$ cat src/rtl/fdt_scheduler.sv
// Frame Delay Time scheduler: decides the clock edge on which the shared tx datapath
// may start a PICC response, aligned to the 128-cycle grid after the minimum FDT.
module fdt_scheduler #(
    parameter int TIMING_ADJUST = 0,
    parameter int MIN_N         = 9,
    parameter int MAX_SLOTS     = 16
) (
    input  logic clk,
    input  logic rst_n,
    input  logic pause_n_synchronised,
    input  logic rx_eoc,
    input  logic rx_error,
    input  logic rx_last_bit,
    input  logic tx_req,
    input  logic tx_done,
    output logic tx_start,
    output logic fdt_timeout,
    output logic busy
);

    localparam logic [10:0] TARGET_0 = 11'(MIN_N * 128 + 20 - TIMING_ADJUST - 1);
    localparam logic [10:0] TARGET_1 = 11'(MIN_N * 128 + 84 - TIMING_ADJUST - 1);

    typedef enum logic [1:0] {IDLE, WAIT_FDT, GRID, TX} state_t;

    state_t      state_reg;
    logic [10:0] fdt_cnt_reg;
    logic [6:0]  slot_cnt_reg;
    logic [7:0]  slot_num_reg;
    logic        pause_prev_reg;
    logic        last_bit_reg;
    logic        tx_start_reg;
    logic        fdt_timeout_reg;
    logic        busy_reg;

    logic        pause_rise;
    logic [10:0] target;
    logic [10:0] late_diff;

    assign pause_rise = pause_n_synchronised & ~pause_prev_reg;
    assign target     = last_bit_reg ? TARGET_1 : TARGET_0;
    // Distance past the target when the eoc arrived too late to meet it.
    assign late_diff  = fdt_cnt_reg - target;

    assign tx_start    = tx_start_reg;
    assign fdt_timeout = fdt_timeout_reg;
    assign busy        = busy_reg;

    always_ff @(posedge clk) begin
        if (!rst_n) begin
            state_reg       <= IDLE;
            fdt_cnt_reg     <= '0;
            slot_cnt_reg    <= '0;
            slot_num_reg    <= '0;
            pause_prev_reg  <= 1'b1;
            last_bit_reg    <= 1'b0;
            tx_start_reg    <= 1'b0;
            fdt_timeout_reg <= 1'b0;
            busy_reg        <= 1'b0;
        end else begin
            pause_prev_reg  <= pause_n_synchronised;
            tx_start_reg    <= 1'b0;
            fdt_timeout_reg <= 1'b0;

            // The counter is frozen while transmitting; the encoder owns the air then.
            if (state_reg != TX) begin
                if (pause_rise) begin
                    fdt_cnt_reg <= '0;
                end else if (fdt_cnt_reg != 11'h7FF) begin
                    fdt_cnt_reg <= fdt_cnt_reg + 11'd1;
                end
            end

            case (state_reg)
                IDLE: begin
                    if (rx_eoc && !rx_error) begin
                        last_bit_reg <= rx_last_bit;
                        state_reg    <= WAIT_FDT;
                        busy_reg     <= 1'b1;
                    end
                end
                WAIT_FDT: begin
                    if (pause_rise) begin
                        state_reg <= IDLE;
                        busy_reg  <= 1'b0;
                    end else if (fdt_cnt_reg == target) begin
                        if (tx_req) begin
                            tx_start_reg <= 1'b1;
                            state_reg    <= TX;
                        end else begin
                            slot_cnt_reg <= '0;
                            slot_num_reg <= 8'd1;
                            state_reg    <= GRID;
                        end
                    end else if (fdt_cnt_reg > target) begin
                        // Phase the slot counter so the next wrap lands on the grid.
                        slot_cnt_reg <= late_diff[6:0];
                        slot_num_reg <= 8'(late_diff[10:7]) + 8'd1;
                        state_reg    <= GRID;
                    end
                end
                GRID: begin
                    if (pause_rise) begin
                        state_reg <= IDLE;
                        busy_reg  <= 1'b0;
                    end else if (slot_cnt_reg == 7'd127) begin
                        slot_cnt_reg <= '0;
                        if (tx_req) begin
                            tx_start_reg <= 1'b1;
                            state_reg    <= TX;
                        end else if (slot_num_reg >= 8'(MAX_SLOTS)) begin
                            fdt_timeout_reg <= 1'b1;
                            state_reg       <= IDLE;
                            busy_reg        <= 1'b0;
                        end else begin
                            slot_num_reg <= slot_num_reg + 8'd1;
                        end
                    end else begin
                        slot_cnt_reg <= slot_cnt_reg + 7'd1;
                    end
                end
                TX: begin
                    if (tx_done) begin
                        state_reg <= IDLE;
                        busy_reg  <= 1'b0;
                    end
                end
                default: begin
                    state_reg <= IDLE;
                    busy_reg  <= 1'b0;
                end
            endcase
        end
    end

endmodule

$ cat config.mk
export PLATFORM = sky130hd
export DESIGN_NAME = fdt_scheduler
export DESIGN_NICKNAME = d
export VERILOG_FILES = /design/src/rtl/fdt_scheduler.sv
export SDC_FILE = /design/constraint.sdc
export NUM_CORES = 1
export LEC_CHECK = 0
export CAP_MARGIN = 10
export CORE_ASPECT_RATIO = 1.1
export CORE_MARGIN = 2
export CORE_UTILIZATION = 50
export CTS_CLUSTER_SIZE = 28
export DETAILED_ROUTE_END_ITERATION = 10
export PLACE_DENSITY = 0.68
export SYNTH_ARGS = -nofsm -noshare
export SYNTH_HDL_FRONTEND = slang
export SYNTH_SLANG_ARGS = --single-unit
$ cat constraint.sdc
create_clock -name clk -period 7.3 [get_ports clk]
set_clock_uncertainty 0.05 [all_clocks]
set_input_delay 0.73 -clock clk [delete_from_list [all_inputs] [get_ports clk]]
set_output_delay 0.73 -clock clk [all_outputs]
set_load 0.1 [all_outputs]
==> impl_metrics.json, run 1 <==
{
  "cp-start-kind": "flop",
  "worstSetupEndpointType": "flop",
  "grt_pass1_wl_um": 8510,
  "gp_congestion": 0.891,
  "ff_latch_area_um2": 661,
  "clkLatencyLatePin_ns": 0.29,
  "std_cell_rows": 25,
  "grt_pass1_vias": 1791,
  "drtPass1Iterations": 4,
  "dieWidth_um": 67.5,
  "synth_fp_nets": 290,
  "fin_hold_ws_ns": 0.443,
  "synth_cell_types": 61,
  "met3_usage_pct": 4.59,
  "track_usage_pct": 22.4,
  "grt_overflow": 0,
  "slew_violations": 0,
  "post_cts_resized": 0,
  "nets": 296,
  "initial_core_util_pct": 51.8,
  "critPathTopFamily": "simple AND/OR/NAND/NOR gates",
  "tightestPinTransition_ns": 0.961,
  "path_buf_inv": 1,
  "fin_crit_sh_pct": 38.2,
  "synth_edf_count": 0,
  "core_um2": 4290,
  "dp_cells": 324,
  "ctsHoldBuffers": 0,
  "seq_area_frac_synth_pct": 29.8,
  "port_buffers": 10,
  "cts_setup_buffers": 0,
  "die_area_um2": 4990,
  "use_met2_pct": 32.7,
  "crit_chain": "ha_1 > and3_1 > a22o_1 > or4_4 > inv_1 > ha_1 > xor2_1 > xnor2_1 > o32ai_1 > a32o_1",
  "multi_input_area_um2": 1430,
  "grt_antenna_before_repair": 0,
  "arrival_ns": 2.92,
  "antenna-diode-count": 0,
  "p_leak_nw": 0.880,
  "maxCapViolations": 0,
  "drcViolationCount": 0,
  "worstPathMaxFanout": 6,
  "first_iter_violations": 127,
  "pin_count": 11,
  "slowest_delay_ns": 0.58,
  "cpMaxStageDelayCell": "or4_4",
  "cts-root-buf": "clkbuf_8",
  "p_per_area_nw_per_um2": 200,
  "die_y_um": 73.9,
  "slew-limit-headroom_pct": 35.7,
  "path_clk_slew_ns": 0.07,
  "syn2layout_area_growth_pct": 9.36,
  "routed_via_density": 5.97,
  "worst_path_most_repeated_cell": "ha_1",
  "status": "finished, final reports clean",
  "grt_max_degree": 26,
  "h-tree-depth": 2,
  "ys.flop_type": "dfxtp_1",
  "num_vias": 1975,
  "rsz0062_at_grt": "no",
  "nFillCells": 400,
  "largest_reg_flops": 11,
  "cts.sinks": 33,
  "final-setup-viol-count": 0,
  "antenna_left": 0,
  "wl_per_cell_um": 15.3,
  "yosys_warnings": 0,
  "hpwl_um": 3610,
  "drive_above_1_share_pct": 7.22,
  "fmax_mhz": 359,
  "worstSetupPathType": "reg -> reg",
  "async_flop_share_pct": 0,
  "final_cells": 331,
  "hp-class": "reg -> reg",
  "synth_area_leaders": "dfxtp_1 30%, ha_1 6.2%, xnor2_1 4.7%",
  "numCtsBuffers": 5,
  "period_minus_slack_ns": 2.79,
  "ir_drop_mv": 0.137,
  "max-clock-path-buffers": 2,
  "synth_top_area_share_pct": 29.8,
  "grtUsageMet1_pct": 32.4,
  "finalHoldViolCount": 0,
  "worst_ep_required_time_ns": 7.43,
  "routed_wl_um": 5060,
  "ys_ff_latch": 33,
  "tns_ns": 0,
  "grt-busiest-layer": "met2",
  "cts_tree": "built",
  "synth_top_cell_by_area": "dfxtp_1",
  "synth_area_um2": 2220,
  "syn_area_per_cell_um2": 8.19,
  "netlist_instances": 271
}
==> cells in the final DEF (no fill, tap or decap), types with 8 or more instances in the layout <==
cell,n
dfxtp_1,33
nor2_1,21
nand2_1,20
inv_1,13
nand3_1,13
xnor2_1,12
ha_1,11
clkdlybuf4s50_1,10
a21oi_1,9
o21a_1,9
nand4_1,8
o21ai_0,8
==> kinds of logic after synthesis <==
family | Yosys count | share of synthesized area (%)
xor+xnor | 18 | 7.11
simple gates | 104 | 25.0
buf+inv | 29 | 5.64
fa+ha+maj | 11 | 6.20
mux | 2 | 0.902
compound gates | 74 | 25.4
flops | 33 | 29.8
==> Yosys cell counts (5+ instances only) <==
library cell	n
a21oi_1	9
nand2_1	20
a211oi_1	5
ha_1	11
nand3_1	13
nor4_1	7
dfxtp_1	33
nand4_1	8
clkbuf_1	8
nor2_1	21
inv_1	13
o21ai_0	8
nand2b_1	7
xnor2_1	12
xor2_1	6
nor3_1	7
o21a_1	9
==> path summary, 6_finish.rpt <==
kind	to	slack, ns	start	depth (start not counted)
max reg2reg	slot_num_reg[2]	4.51	fdt_cnt_reg[6]	10
min reg2reg	slot_num_reg[7]	0.44	slot_num_reg[7]	1
max	slot_num_reg[2]	4.51	fdt_cnt_reg[6]	10
min	slot_num_reg[7]	0.44	slot_num_reg[7]	1
==> routing by layer <==
| layer | part of all wire, % | up-vias |
|---|---|---|
| met2 | 45 | 32 |
| met4 | 1.7 | 0 |
| met1 | 50 | 922 |
| met5 | 0 | - |
| met3 | 3.3 | 9 |
| li1 | - | 1012 |
==> stage by stage <==
step	instance area [µm²]	utilization, %	total power, mW	worst slack [ns]
floorplan	2220	-	0.317	4.68
global placement	2340	54.6	0.347	4.37
detailed placement	2340	54.6	0.349	4.28
CTS	2430	56.6	0.487	4.50
global route	2430	56.6	0.511	4.33
finish	2430	56.6	0.486	4.51
==> power breakdown <==
group / internal (mW) / leakage, nW / switching [mW]
clock: 0.0748 / 0.0443 / 0.0651
combinational: 0.0536 / 0.567 / 0.0735
sequential: 0.199 / 0.269 / 0.0194
==> area by class of cell <==
class,instances,area share [%]
multi-input combinational,209,59.1
sequential,33,27.2
tap,54,2.78
clock buffer,7,3.56
inverter,15,2.32
timing repair buffer,13,5.05
No activity file was read; power rests on OpenSTA's default activity.
==> inputs of run 2 (changes only) <==
==> constraint.sdc (replaced) <==
create_clock -name clk -period 2.7 [get_ports clk]
set_clock_uncertainty 0.05 [all_clocks]
set_input_delay 0.27 -clock clk [delete_from_list [all_inputs] [get_ports clk]]
set_output_delay 0.27 -clock clk [all_outputs]
set_load 0.1 [all_outputs]
==> impl_metrics.json, run 2 (synthesized netlist as in run 1, its figures left out) <==
{
  "max-clock-path-buffers": 2,
  "regToRegSetupSlack_ns": 0.11,
  "hp-class": "reg -> reg",
  "worstReg2RegStart": "fdt_cnt_reg[6]",
  "worst_ep_required_time_ns": 2.84,
  "fin_util_pct": 60.1,
  "grt_pass1_vias": 1978,
  "clkLatencyLatePin_ns": 0.29,
  "whs_path_depth": 1,
  "largest_reg_flops": 11,
  "antenna_left": 0,
  "p_leak_nw": 0.983,
  "numCtsBuffers": 5,
  "path_clk_slew_ns": 0.07,
  "final_common_cell": "dfxtp_1",
  "whs_endpoint": "slot_num_reg[7]",
  "fin_crit_sh_pct": 96.0,
  "drive_above_1_share_pct": 14.9,
  "worstSetupPathType": "reg -> reg",
  "nFillCells": 395,
  "maxCapViolations": 0,
  "place_area_um2": 2460,
  "drcViolationCount": 0,
  "rsz0062_at_grt": "no",
  "cp-start-kind": "flop",
  "syn2layout_area_growth_pct": 16.0,
  "status": "finished, final reports clean",
  "first_iter_violations": 133,
  "initial_core_util_pct": 51.8,
  "pin_count": 11,
  "gp_congestion": 0.881,
  "wl_per_cell_um": 15.2,
  "std_cell_rows": 25,
  "min_from": "slot_num_reg[7]",
  "arrival_ns": 2.73,
  "fmax_mhz": 386,
  "finalHoldViolCount": 0,
  "hpwl_um": 3910,
  "antenna-diode-count": 0,
  "routed_via_density": 6.04,
  "final_cells": 349,
  "cts.sinks": 33,
  "routed_wl_um": 5310,
  "tightestPinTransition_ns": 0.787,
  "cts-root-buf": "clkbuf_8",
  "num_vias": 2107,
  "slew_violations": 0,
  "p_per_area_nw_per_um2": 530,
  "grt_overflow": 0,
  "slew-limit-headroom_pct": 47.0,
  "worstSetupEndpointType": "flop",
  "dp_cells": 341,
  "port_buffers": 10,
  "grt_max_degree": 18,
  "die_area_um2": 4990,
  "drtPass1Iterations": 4,
  "h-tree-depth": 2,
  "nets": 313,
  "tns_ns": 0,
  "design_area_um2": 2570,
  "die_y_um": 73.9,
  "cts_tree": "built",
  "dieWidth_um": 67.5,
  "fin_hold_ws_ns": 0.441,
  "final_cell_mix": "33 x dfxtp_1, 23 x buf_4, 21 x nor2_1",
  "period_minus_slack_ns": 2.59,
  "worstPathMaxFanout": 5,
  "ctsHoldBuffers": 0,
  "core_um2": 4290,
  "grt_antenna_before_repair": 0,
  "r2r-end": "slot_num_reg[2]",
  "grt_pass1_wl_um": 9060,
  "final-setup-viol-count": 0,
  "ir_drop_mv": 0.385,
  "startpoint": "fdt_cnt_reg[6]",
  "ff2ff_path_depth": 10,
  "track_usage_pct": 23.9
}
run 2: cell type report:
cell class	count	area, µm²	area share (%)
multi-input cells	209	1450	56.1
flip-flops and latches	33	661	25.7
repair buffers	30	243	9.43
clock buffers	7	96.3	3.74
well taps	54	67.6	2.63
inverters	15	56.3	2.19
clock inverters	1	5.00	0.194
run 2: how the worst max path moves through the flow:
stage,cells past startpoint,end,slack (ns)
after floorplan,10,slot_num_reg[2],0.08
after global placement,11,slot_num_reg[2],0.1
after detailed placement,11,slot_num_reg[2],0.009
after CTS,11,slot_num_reg[2],0.003
after global routing,10,slot_num_reg[2],0.0005
final,10,slot_num_reg[2],0.11
run 2: worst max-delay path, cell delays in order, from the launching register on:
cell,delay (ns)
dfxtp_1,0.38
ha_4,0.24
and3_1,0.18
a22o_1,0.24
or4_4,0.56
inv_1,0.07
ha_1,0.14
xor2_1,0.19
xnor2_1,0.15
o32ai_1,0.09
a32o_1,0.20
run 2: metrics by stage:
stage	power (mW)	setup WS, ns
after floorplan	0.856	0.0811
after global placement	0.952	0.0987
after detailed placement	0.955	0.00906
after CTS	1.37	0.00283
after global routing	1.45	0.000452
final	1.36	0.109
run 2: power by group:
part           internal, mW  total [mW]  leakage (nW)  switching [mW]
Combinational         0.157       0.363         0.660           0.205
Clock                 0.230       0.413        0.0542           0.183
Sequential            0.538       0.588         0.269          0.0502
run 2: metal layers:
layer  global-route usage, %  up-vias  part of all wire (%)
li1                        -     1045                     -
met1                    32.1     1022                    48
met2                    38.0       33                    47
met3                    4.13        7                   2.6
met4                    8.84        0                   1.6
met5                       0        -                     0
run 2: what timing repair did:
action,4_1_cts,5_1_grt
resized for setup,0,2
endpoints found under the hold margin,0,0
buffers inserted,0,0
endpoints found under the setup margin,0,1
